--- src/rtl/cpu_defs.sv ---
// Shared CPU type definitions used by the fetch and issue stages.
package cpu_defs;

  localparam int unsigned XLEN      = 32;
  localparam int unsigned IFQ_DEPTH = 8;

  typedef struct packed {
    logic            valid;
    logic [XLEN-1:0] vaddr;
    logic [31:0]     instr;
    logic            iaddr_ex;
  } fetch_entry_t;

  typedef logic [1:0] fetch_ack_t;

  // Legal push patterns are 00, 01 and 11; 10 pushes nothing.
  function automatic logic [1:0] push_count(input logic [1:0] in_valid);
    case (in_valid)
      2'b01:   return 2'd1;
      2'b11:   return 2'd2;
      default: return 2'd0;
    endcase
  endfunction

endpackage

--- src/rtl/instr_fetch_queue_if.sv ---
// Fetch-to-issue queue bus: the fetch/issue side is master, the queue is slave.
interface instr_fetch_queue_if import cpu_defs::*; #(
  parameter int unsigned DEPTH = IFQ_DEPTH
) ();

  localparam int unsigned CNT_W = $clog2(DEPTH) + 1;

  logic                    flush;
  logic [1:0]              in_valid;
  fetch_entry_t [1:0]      in_entry;
  logic                    in_ready;
  fetch_entry_t [1:0]      fetch_entry;
  fetch_ack_t              fetch_ack;
  logic [CNT_W-1:0]        count;

  modport master (
    output flush, in_valid, in_entry, fetch_ack,
    input  in_ready, fetch_entry, count
  );

  modport slave (
    input  flush, in_valid, in_entry, fetch_ack,
    output in_ready, fetch_entry, count
  );

endinterface

--- src/rtl/instr_fetch_queue_ptr_ctrl.sv ---
// Head/tail/occupancy bookkeeping for the fetch queue, with pop clamp and flush.
module fifo_ptr_ctrl import cpu_defs::*; #(
  parameter  int unsigned DEPTH = IFQ_DEPTH,
  localparam int unsigned PTR_W = $clog2(DEPTH),
  localparam int unsigned CNT_W = PTR_W + 1
) (
  input  logic             clk,
  input  logic             rst,
  input  logic             flush_i,
  input  logic [1:0]       push_i,
  input  fetch_ack_t       ack_i,
  output logic [PTR_W-1:0] head_o,
  output logic [PTR_W-1:0] tail_o,
  output logic [CNT_W-1:0] count_o,
  output logic             in_ready_o,
  output logic [1:0]       wr_en_o
);

  logic [PTR_W-1:0] head_q, head_d;
  logic [PTR_W-1:0] tail_q, tail_d;
  logic [CNT_W-1:0] count_q, count_d;
  logic [1:0]       n_push, n_pop;
  logic             ready;

  always_comb begin
    ready   = (count_q <= CNT_W'(DEPTH - 2));
    n_push  = '0;
    wr_en_o = '0;
    if (ready && !flush_i) begin
      n_push  = push_count(push_i);
      wr_en_o = (n_push == 2'd2) ? 2'b11 : (n_push == 2'd1) ? 2'b01 : 2'b00;
    end
    // An over-ack can only happen when count < ack <= 3, so count fits in 2 bits.
    n_pop = (CNT_W'(ack_i) > count_q) ? count_q[1:0] : ack_i;

    head_d  = head_q + PTR_W'(n_pop);
    tail_d  = tail_q + PTR_W'(n_push);
    count_d = count_q + CNT_W'(n_push) - CNT_W'(n_pop);
    if (flush_i) begin
      head_d  = '0;
      tail_d  = '0;
      count_d = '0;
    end
  end

  always_ff @(posedge clk or posedge rst) begin
    if (rst) begin
      head_q  <= '0;
      tail_q  <= '0;
      count_q <= '0;
    end else begin
      head_q  <= head_d;
      tail_q  <= tail_d;
      count_q <= count_d;
    end
  end

  always_ff @(posedge clk) begin
    if (!rst && !flush_i) begin
      assert (CNT_W'(ack_i) <= count_q)
        else $warning("fetch_ack %0d exceeds occupancy %0d, clamped", ack_i, count_q);
      assert (push_i != 2'b10)
        else $warning("in_valid=2'b10 is illegal, treated as no push");
    end
  end

  assign head_o     = head_q;
  assign tail_o     = tail_q;
  assign count_o    = count_q;
  assign in_ready_o = ready;

endmodule

--- src/rtl/instr_fetch_queue.sv ---
// Circular instruction buffer between fetch and dual-issue decode; storage and output view.
module instr_fetch_queue import cpu_defs::*; #(
  parameter int unsigned DEPTH = IFQ_DEPTH
) (
  input logic                clk,
  input logic                rst,
  instr_fetch_queue_if.slave q
);

  localparam int unsigned PTR_W = $clog2(DEPTH);
  localparam int unsigned CNT_W = PTR_W + 1;

  logic [PTR_W-1:0]   head, tail, head_nx;
  logic [CNT_W-1:0]   count;
  logic [1:0]         wr_en;
  logic               ready;
  fetch_entry_t       mem [DEPTH];
  fetch_entry_t [1:0] out_entry;

  fifo_ptr_ctrl #(.DEPTH(DEPTH)) u_ptr (
    .clk        (clk),
    .rst        (rst),
    .flush_i    (q.flush),
    .push_i     (q.in_valid),
    .ack_i      (q.fetch_ack),
    .head_o     (head),
    .tail_o     (tail),
    .count_o    (count),
    .in_ready_o (ready),
    .wr_en_o    (wr_en)
  );

  always_ff @(posedge clk) begin
    if (wr_en[0]) mem[tail] <= q.in_entry[0];
    if (wr_en[1]) mem[tail + PTR_W'(1)] <= q.in_entry[1];
  end

  assign head_nx = head + PTR_W'(1);

  always_comb begin
    out_entry = '0;
    if (count != '0) begin
      out_entry[0]       = mem[head];
      out_entry[0].valid = 1'b1;
    end
    if (count > CNT_W'(1)) begin
      out_entry[1]       = mem[head_nx];
      out_entry[1].valid = 1'b1;
    end
  end

  assign q.fetch_entry = out_entry;
  assign q.in_ready    = ready;
  assign q.count       = count;

endmodule

--- src/flat_wrapper.sv ---
// flat-port wrapper written by rule: the top's interface ports become plain ports
module instr_fetch_queue_flat import cpu_defs::*;
#(
  parameter int unsigned DEPTH = IFQ_DEPTH
)
  (clk, rst, q_flush, q_in_valid, q_in_entry, q_fetch_ack, q_in_ready, q_fetch_entry, q_count);
  instr_fetch_queue_if #(.DEPTH(DEPTH)) q_i ();
  input logic clk;
  input logic rst;
  input wire logic [$bits(q_i.flush)-1:0] q_flush;
  input wire logic [$bits(q_i.in_valid)-1:0] q_in_valid;
  input wire logic [$bits(q_i.in_entry)-1:0] q_in_entry;
  input wire logic [$bits(q_i.fetch_ack)-1:0] q_fetch_ack;
  output wire logic [$bits(q_i.in_ready)-1:0] q_in_ready;
  output wire logic [$bits(q_i.fetch_entry)-1:0] q_fetch_entry;
  output wire logic [$bits(q_i.count)-1:0] q_count;
  assign q_i.flush = q_flush;
  assign q_i.in_valid = q_in_valid;
  assign q_i.in_entry = q_in_entry;
  assign q_i.fetch_ack = q_fetch_ack;
  assign q_in_ready = q_i.in_ready;
  assign q_fetch_entry = q_i.fetch_entry;
  assign q_count = q_i.count;
  instr_fetch_queue #(.DEPTH(DEPTH)) u_core (.clk(clk), .rst(rst), .q(q_i));
endmodule
--- config.mk ---
export PLATFORM = sky130hd
export DESIGN_NAME = instr_fetch_queue_flat
export DESIGN_NICKNAME = d
export VERILOG_FILES = /design/src/rtl/cpu_defs.sv /design/src/rtl/instr_fetch_queue_if.sv /design/src/rtl/instr_fetch_queue_ptr_ctrl.sv /design/src/rtl/instr_fetch_queue.sv /design/src/flat_wrapper.sv
export SDC_FILE = /design/constraint.sdc
export NUM_CORES = 1
export LEC_CHECK = 0
export ABC_CLOCK_PERIOD_IN_PS = 14300
export BUFFER_PORTS_ARGS = -buffer_cell sky130_fd_sc_hd__buf_4
export CAP_MARGIN = 20
export CORE_ASPECT_RATIO = 0.9
export CORE_MARGIN = 4
export CORE_UTILIZATION = 45
export CTS_CLUSTER_DIAMETER = 60
export DETAILED_ROUTE_END_ITERATION = 12
export SLEW_MARGIN = 0
export SYNTH_ARGS = -nofsm -noshare
export SYNTH_HDL_FRONTEND = slang
export SYNTH_SLANG_ARGS = --single-unit
--- constraint.sdc ---
create_clock -name clk -period 14.3 [get_ports clk]
set_clock_uncertainty 0.15 [all_clocks]
set_input_delay 1.43 -clock clk [delete_from_list [all_inputs] [get_ports clk]]
set_output_delay 1.43 -clock clk [all_outputs]
set_load 0.01 [all_outputs]
==> summary.txt, run 1 <==
Final wirelength = 101000 um
Final period util = 45.0%
Tot GR Track Use = 26.7%
CTS tree = done
Setup TNS = 0 ns
FF-to-FF Start = u_core.u_ptr.tail_o[0]
Reg2Reg Depth = 5
Startpoint Class = flop
Final nets = 2806
Vias = 22331
P per Cell Area = 184 nW/um^2
RSZ-0062 raised after global routing = no
Reg clk slew, reported paths = 0.06 ns
Chip height = 257 um
Synth-to-Final Area Change = 15.6%
Placed cell count = 3462
Post-Syn Instances = 2457
Antenna-violating nets left = 0
Crit end category = output port
Most frequent cells in the layout = 527 x nand2_1, 521 x mux2_2, 520 x edfxtp_1
Vias per cell = 6.24
Global-route wire length before repair = 147000 um
Core ar. = 67500 um^2
Crit Path Class = reg -> out
Worst Tran Pin Value = 1.15 ns
Crit path from = u_core.u_ptr.head_o[0]
DRC errors left = 0
Library cells used by synthesis = 40
Relative slew slack = 23.3%
Mean Syn Cell Area = 12.6 um^2
# port buffers = 273
Ys flop type = edfxtp_1
Starting Density = 45.8%
Hold-fix buffers, CTS = 0
Warning count from the yosys run = 0
R2R Setup Slk = 10.14 ns
Pin count of the biggest net entering global routing = 105
Post-CTS Setup Bufs = 0
Sequential share of the synthesized area = 51.4%
Share of layout cells above drive strength 1 = 40.1%
Starting DRT DRC Count = 2454
CTS Buffer Depth = 3
Endpoints failing setup = 0
Most common library cell in the layout ignoring fill and taps = nand2_1
Worst Path Arrival = 4.85 ns
Crit path required time = 12.72 ns
Synthesized flop and latch total = 530
Die footprint = 72900 um^2
FFs w/ async S/R, synth = 1.89%
Type of the worst min-delay path = in -> async
Crit path largest cell delay = 1.09 ns
Crit path top cell by count = buf_4
Fmax = 155 MHz
Net Count, Synth = 2613
Cts repair resizes = 0
# H-tree levels = 2
Worst skew pair latency = 0.63 ns
Dpl hpwl = 53900 um
Maximum VDD drop = 152 uV
Root Buffer = clkbuf_16
Minimum clock period = 6.43 ns
Post-Layout Inst Area = 35700 um^2
Post-route met1 wirelength = 40900 um
Outcome = finished clean
Leak pwr = 12.7 nW
Routed length on met2 = 47700 um
Crit Path Max Fanout = 88
Pre-Repair DR Iteration Count = 5
Number of global-route vias before repair = 22821
Final hold viol count = 0
Slew Limit Fails = 0
Met3 WL post-DR = 9700 um
Total CTS buffers = 59
Die W = 284 um
Initial antenna violation count = 15
Mapped Area = 30900 um^2
Placement Rows = 90
Post-synth EDFFs = 520
Top Metal Used = met5
GPL Wtd Cong = 0.802
RR Endpoint = u_core.mem[7][27]
I/O Pins = 276
# fillers = 5776
Drt wl/cell = 28.2 um
Max-cap violations = 0
Clock Sinks = 530
Total grt overflow = 0
Crit-path cells = ha_1 > xnor2_2 > buf_4 > buf_4 > nand2_1 > a21oi_1 > or4_1 > buf_4
Slowest cell on crit path = dfrtp_4
Post-place instance area = 33800 um^2
Finished Layout Cells = 3576
## area by class of cell
type / count / area, um^2 / share of cell area [%]
antenna: 10 / 25.0 / 0.0701
clock buffer: 73 / 1550 / 4.34
clock inverter: 30 / 339 / 0.950
inverter: 13 / 48.8 / 0.137
multi-input combinational: 1723 / 14300 / 40.1
sequential: 530 / 15900 / 44.5
tap: 874 / 1090 / 3.06
timing repair buffer: 323 / 2440 / 6.85
## worst max-delay path: cells and delay by family, from the launching register on
family	cells	cell delay, ns
xor gates and xnor gates	1	0.17
AOI/OAI and AO/OA	1	0.20
adders and majority gates	1	0.46
and+or+nand+nor	2	0.36
DFF	1	1.09
buffers and inverters	3	1.83
## through the flow
stage / hold slack [ns] / setup slack [ns] / total power [mW] / utilization [%]
after global placement: 0.608 / 8.68 / 5.02 / 50.1
after global routing: 0.658 / 7.66 / 6.89 / 52.9
after CTS: 0.618 / 7.88 / 6.59 / 52.9
final: 0.635 / 7.87 / 6.57 / 52.9
after detailed placement: 0.629 / 8.61 / 5.05 / 50.1
after floorplan: 0.462 / 8.45 / 3.67 / -
## cell families (layout without fill, tap and decap cells)
logic type | count (synthesis) | after routing | synth area share, %
AO/OA/AOI/OAI | 279 | 279 | 4.61
XOR/XNOR | 8 | 8 | 0.227
multiplexers | 716 | 716 | 30.6
flip-flops | 530 | 530 | 51.4
adder cells (fa/ha/maj) | 17 | 17 | 0.786
other | 0 | 10 | 0
buffers and inverters | 204 | 439 | 2.82
AND/OR/NAND/NOR | 703 | 703 | 9.59
## where the power goes
part | leakage [nW] | switching, mW | internal [mW] | total, mW
logic | 6.96 | 1.88 | 1.28 | 3.16
registers | 4.83 | 0.109 | 1.78 | 1.89
clock network | 0.925 | 0.640 | 0.889 | 1.53
total | 12.7 | 2.63 | 3.95 | 6.57
## worst max path at each step
stage | to | slack [ns]
2_1_floorplan | u_core.mem[7][0] | 8.45
3_3_place_gp | q_fetch_entry[70] | 8.68
3_5_place_dp | q_fetch_entry[101] | 8.61
4_1_cts | q_fetch_entry[96] | 7.88
5_1_grt | q_fetch_entry[96] | 7.66
6_report | q_fetch_entry[96] | 7.87
## sequential cells by signal, summed over array words and instances (netlist names)
register,flops
u_core.mem,520
u_core.u_ptr.count_o,4
u_core.u_ptr.head_o,3
u_core.u_ptr.tail_o,3
## synthesized netlist by cell type, types with 4 or more instances
cell type	count	area share, %
or4_1	65	1.6
mux2i_1	65	2.1
inv_1	13	0.16
xnor2_1	5	0.14
buf_2	70	1.1
clkbuf_1	88	1.1
ha_1	13	0.53
a21oi_1	265	4.3
nor2b_1	9	0.18
buf_4	5	0.12
dfrtp_1	10	0.81
fa_1	4	0.26
mux4_2	130	9.5
nand2_1	527	6.4
buf_1	28	0.34
mux2_2	521	19
edfxtp_1	520	51
nand3_1	6	0.097
nor2_1	81	0.98
## metal layers
layer / track usage (%) / vias up
li1: - / 9656
met5: 0 / -
met2: 43.5 / 1146
met3: 5.36 / 196
met1: 36.8 / 11321
met4: 7.54 / 12
Power figures use the tool's default switching activity.
==> inputs of run 2 (changes only) <==
- ABC_CLOCK_PERIOD_IN_PS: 14300 -> 6720
- clock period: 14.3 -> 6.72 ns (I/O delays scaled with it)
==> run 2 against run 1 <==
Sequential share of layout area down 0.22 points. Clock power up 100%. Setup slack worse by 6.0 ns. Critical path depth down 1. Final area up 0.49%. Hold slack worse by 0.48 ns. Highest routed layer unchanged. Critical endpoint is now q_fetch_entry[68]. Register-to-register slack worse by 7.1 ns. Total power up 110%. Sequential power up 110%. Routed wire length down 1.9%. Via count down 0.86%.
==> summary.txt, run 2 (same netlist as run 1, synthesis figures left out) <==
Starting Density = 45.8%
Share of layout cells above drive strength 1 = 39.8%
RSZ-0062 raised after global routing = no
Multi-input logic area = 14300 um^2
Leak pwr = 12.7 nW
Power Total = 13.9 mW
Post-Layout Inst Area = 35900 um^2
Crit path largest cell delay = 0.96 ns
Worst Tran Pin Value = 1.15 ns
Reg with most FFs = u_core.mem
Minimum clock period = 4.81 ns
# fillers = 5723
Worst skew pair latency = 0.61 ns
DRC errors left = 0
Placed cell count = 3455
Startpoint Class = flop
Outcome = finished clean
Slew Limit Fails = 0
Max-cap violations = 0
Crit end category = output port
Crit Path Max Fanout = 48
Crit-path cells = buf_4 > nor2b_1 > o21ai_4 > buf_12 > a21oi_1 > or4_1 > buf_4
Dpl hpwl = 53800 um
Most common library cell in the layout ignoring fill and taps = nand2_1
Finished Layout Cells = 3574
Critical path buffers and inverters = 3
# port buffers = 273
Crit path top cell by count = buf_4
# H-tree levels = 2
Post-CTS Setup Bufs = 0
Final nets = 2807
Chip height = 257 um
Pin count of the biggest net entering global routing = 177
Number of global-route vias before repair = 22538
Relative slew slack = 23.6%
Endpoints failing setup = 0
Max reg flops = 520
Final period util = 71.6%
Drt wl/cell = 27.7 um
Setup TNS = 0 ns
Starting DRT DRC Count = 2498
Most frequent cells in the layout = 527 x nand2_1, 521 x mux2_2, 520 x edfxtp_1
GPL Wtd Cong = 0.770
Vias = 22138
I/O Pins = 276
Setup ws final = 1.91 ns
Reg clk slew, reported paths = 0.06 ns
DP Worst Slack = 2.48 ns
Clock Sinks = 530
Final hold viol count = 0
Root Buffer = clkbuf_16
Total grt overflow = 0
Top delay family on crit path = buffers and inverters
Placement Rows = 90
P per Cell Area = 388 nW/um^2
CTS Buffer Depth = 3
Tot GR Track Use = 26.3%
Slowest cell on crit path = buf_4
Final Util = 53.2%
Die footprint = 72900 um^2
Core ar. = 67500 um^2
Global-route wire length before repair = 145000 um
Post-place instance area = 33900 um^2
Crit Path Class = reg -> out
Die W = 284 um
Pre-Repair DR Iteration Count = 6
CTS tree = done
Maximum VDD drop = 402 uV
Total CTS buffers = 60
Vias per cell = 6.19
Type of the worst min-delay path = in -> reg
Register area = 15900 um^2
Hold_ws = 0.157 ns
Crit path required time = 5.90 ns
Antenna-violating nets left = 0
Initial antenna violation count = 18
Fmax = 208 MHz
Worst Path Arrival = 3.99 ns
Synth-to-Final Area Change = 16.2%
Final wirelength = 98900 um
## run 2: cell count changes in the layout (fill, tap and decap cells not counted)
cell | before | now
clkinv_2 | 8 | 6
clkbuf_1 | 13 | 8
buf_16 | 1 | 4
buf_12 | 0 | 17
buf_4 | 322 | 301
clkinv_4 | 2 | 0
diode_2 | 10 | 9
inv_6 | 2 | 1
clkinv_1 | 10 | 21
dlygate4sd3_1 | 0 | 1
bufinv_16 | 7 | 4
clkinvlp_4 | 0 | 1
## run 2: routing by layer
| metal | share of wire [%] | vias to the layer above | GRT usage (%) |
|---|---|---|---|
| li1 | - | 9662 | - |
| met1 | 40 | 11148 | 35.3 |
| met2 | 48 | 1119 | 42.5 |
| met3 | 9.6 | 191 | 6.07 |
| met4 | 2.6 | 18 | 8.69 |
| met5 | 0.12 | - | 0 |
## run 2: cell type report
type                    count  area share (%)
diodes                      9          0.0628
well taps                 874            3.05
inverters                  13           0.136
flip-flops and latches    530            44.2
clock inverters            34           0.729
clock buffers              68            4.27
repair buffers            323            7.58
multi-input cells        1723            39.9
## run 2: worst register-to-register path, delay by kind of cell (launching register included)
kind,cells,cell delay (ns)
simple gates,2,1.42
buf+inv,2,0.69
flops,1,0.39
mux,1,0.41
compound gates,1,0.15
fa+ha+maj,1,0.19
## run 2: path summary, 6_finish.rpt
check                           slack [ns]               startpoint                endpoint  cells after the start
worst max-delay path                  1.91   u_core.u_ptr.head_o[0]       q_fetch_entry[68]                      7
worst min-delay path                  0.16                  q_flush  u_core.u_ptr.head_o[1]                      2
worst max register to register        3.07  u_core.u_ptr.count_o[3]       u_core.mem[3][63]                      7
worst min register to register        0.65   u_core.u_ptr.tail_o[2]  u_core.u_ptr.tail_o[2]                      2
max in group asynchronous             5.62                      rst  u_core.u_ptr.head_o[0]                      3
min in group asynchronous             0.46                      rst  u_core.u_ptr.head_o[1]                      3
## run 2: repair_timing
action | 4_1_cts | 5_1_grt
gates resized for setup | 0 | 0
hold buffers | 1 | 0
endpoints found under the hold margin | 10 | 0
## run 2: power by group
group          internal (mW)  switching (mW)
clock                   1.76            1.34
sequential              3.78           0.208
combinational           2.81            4.02
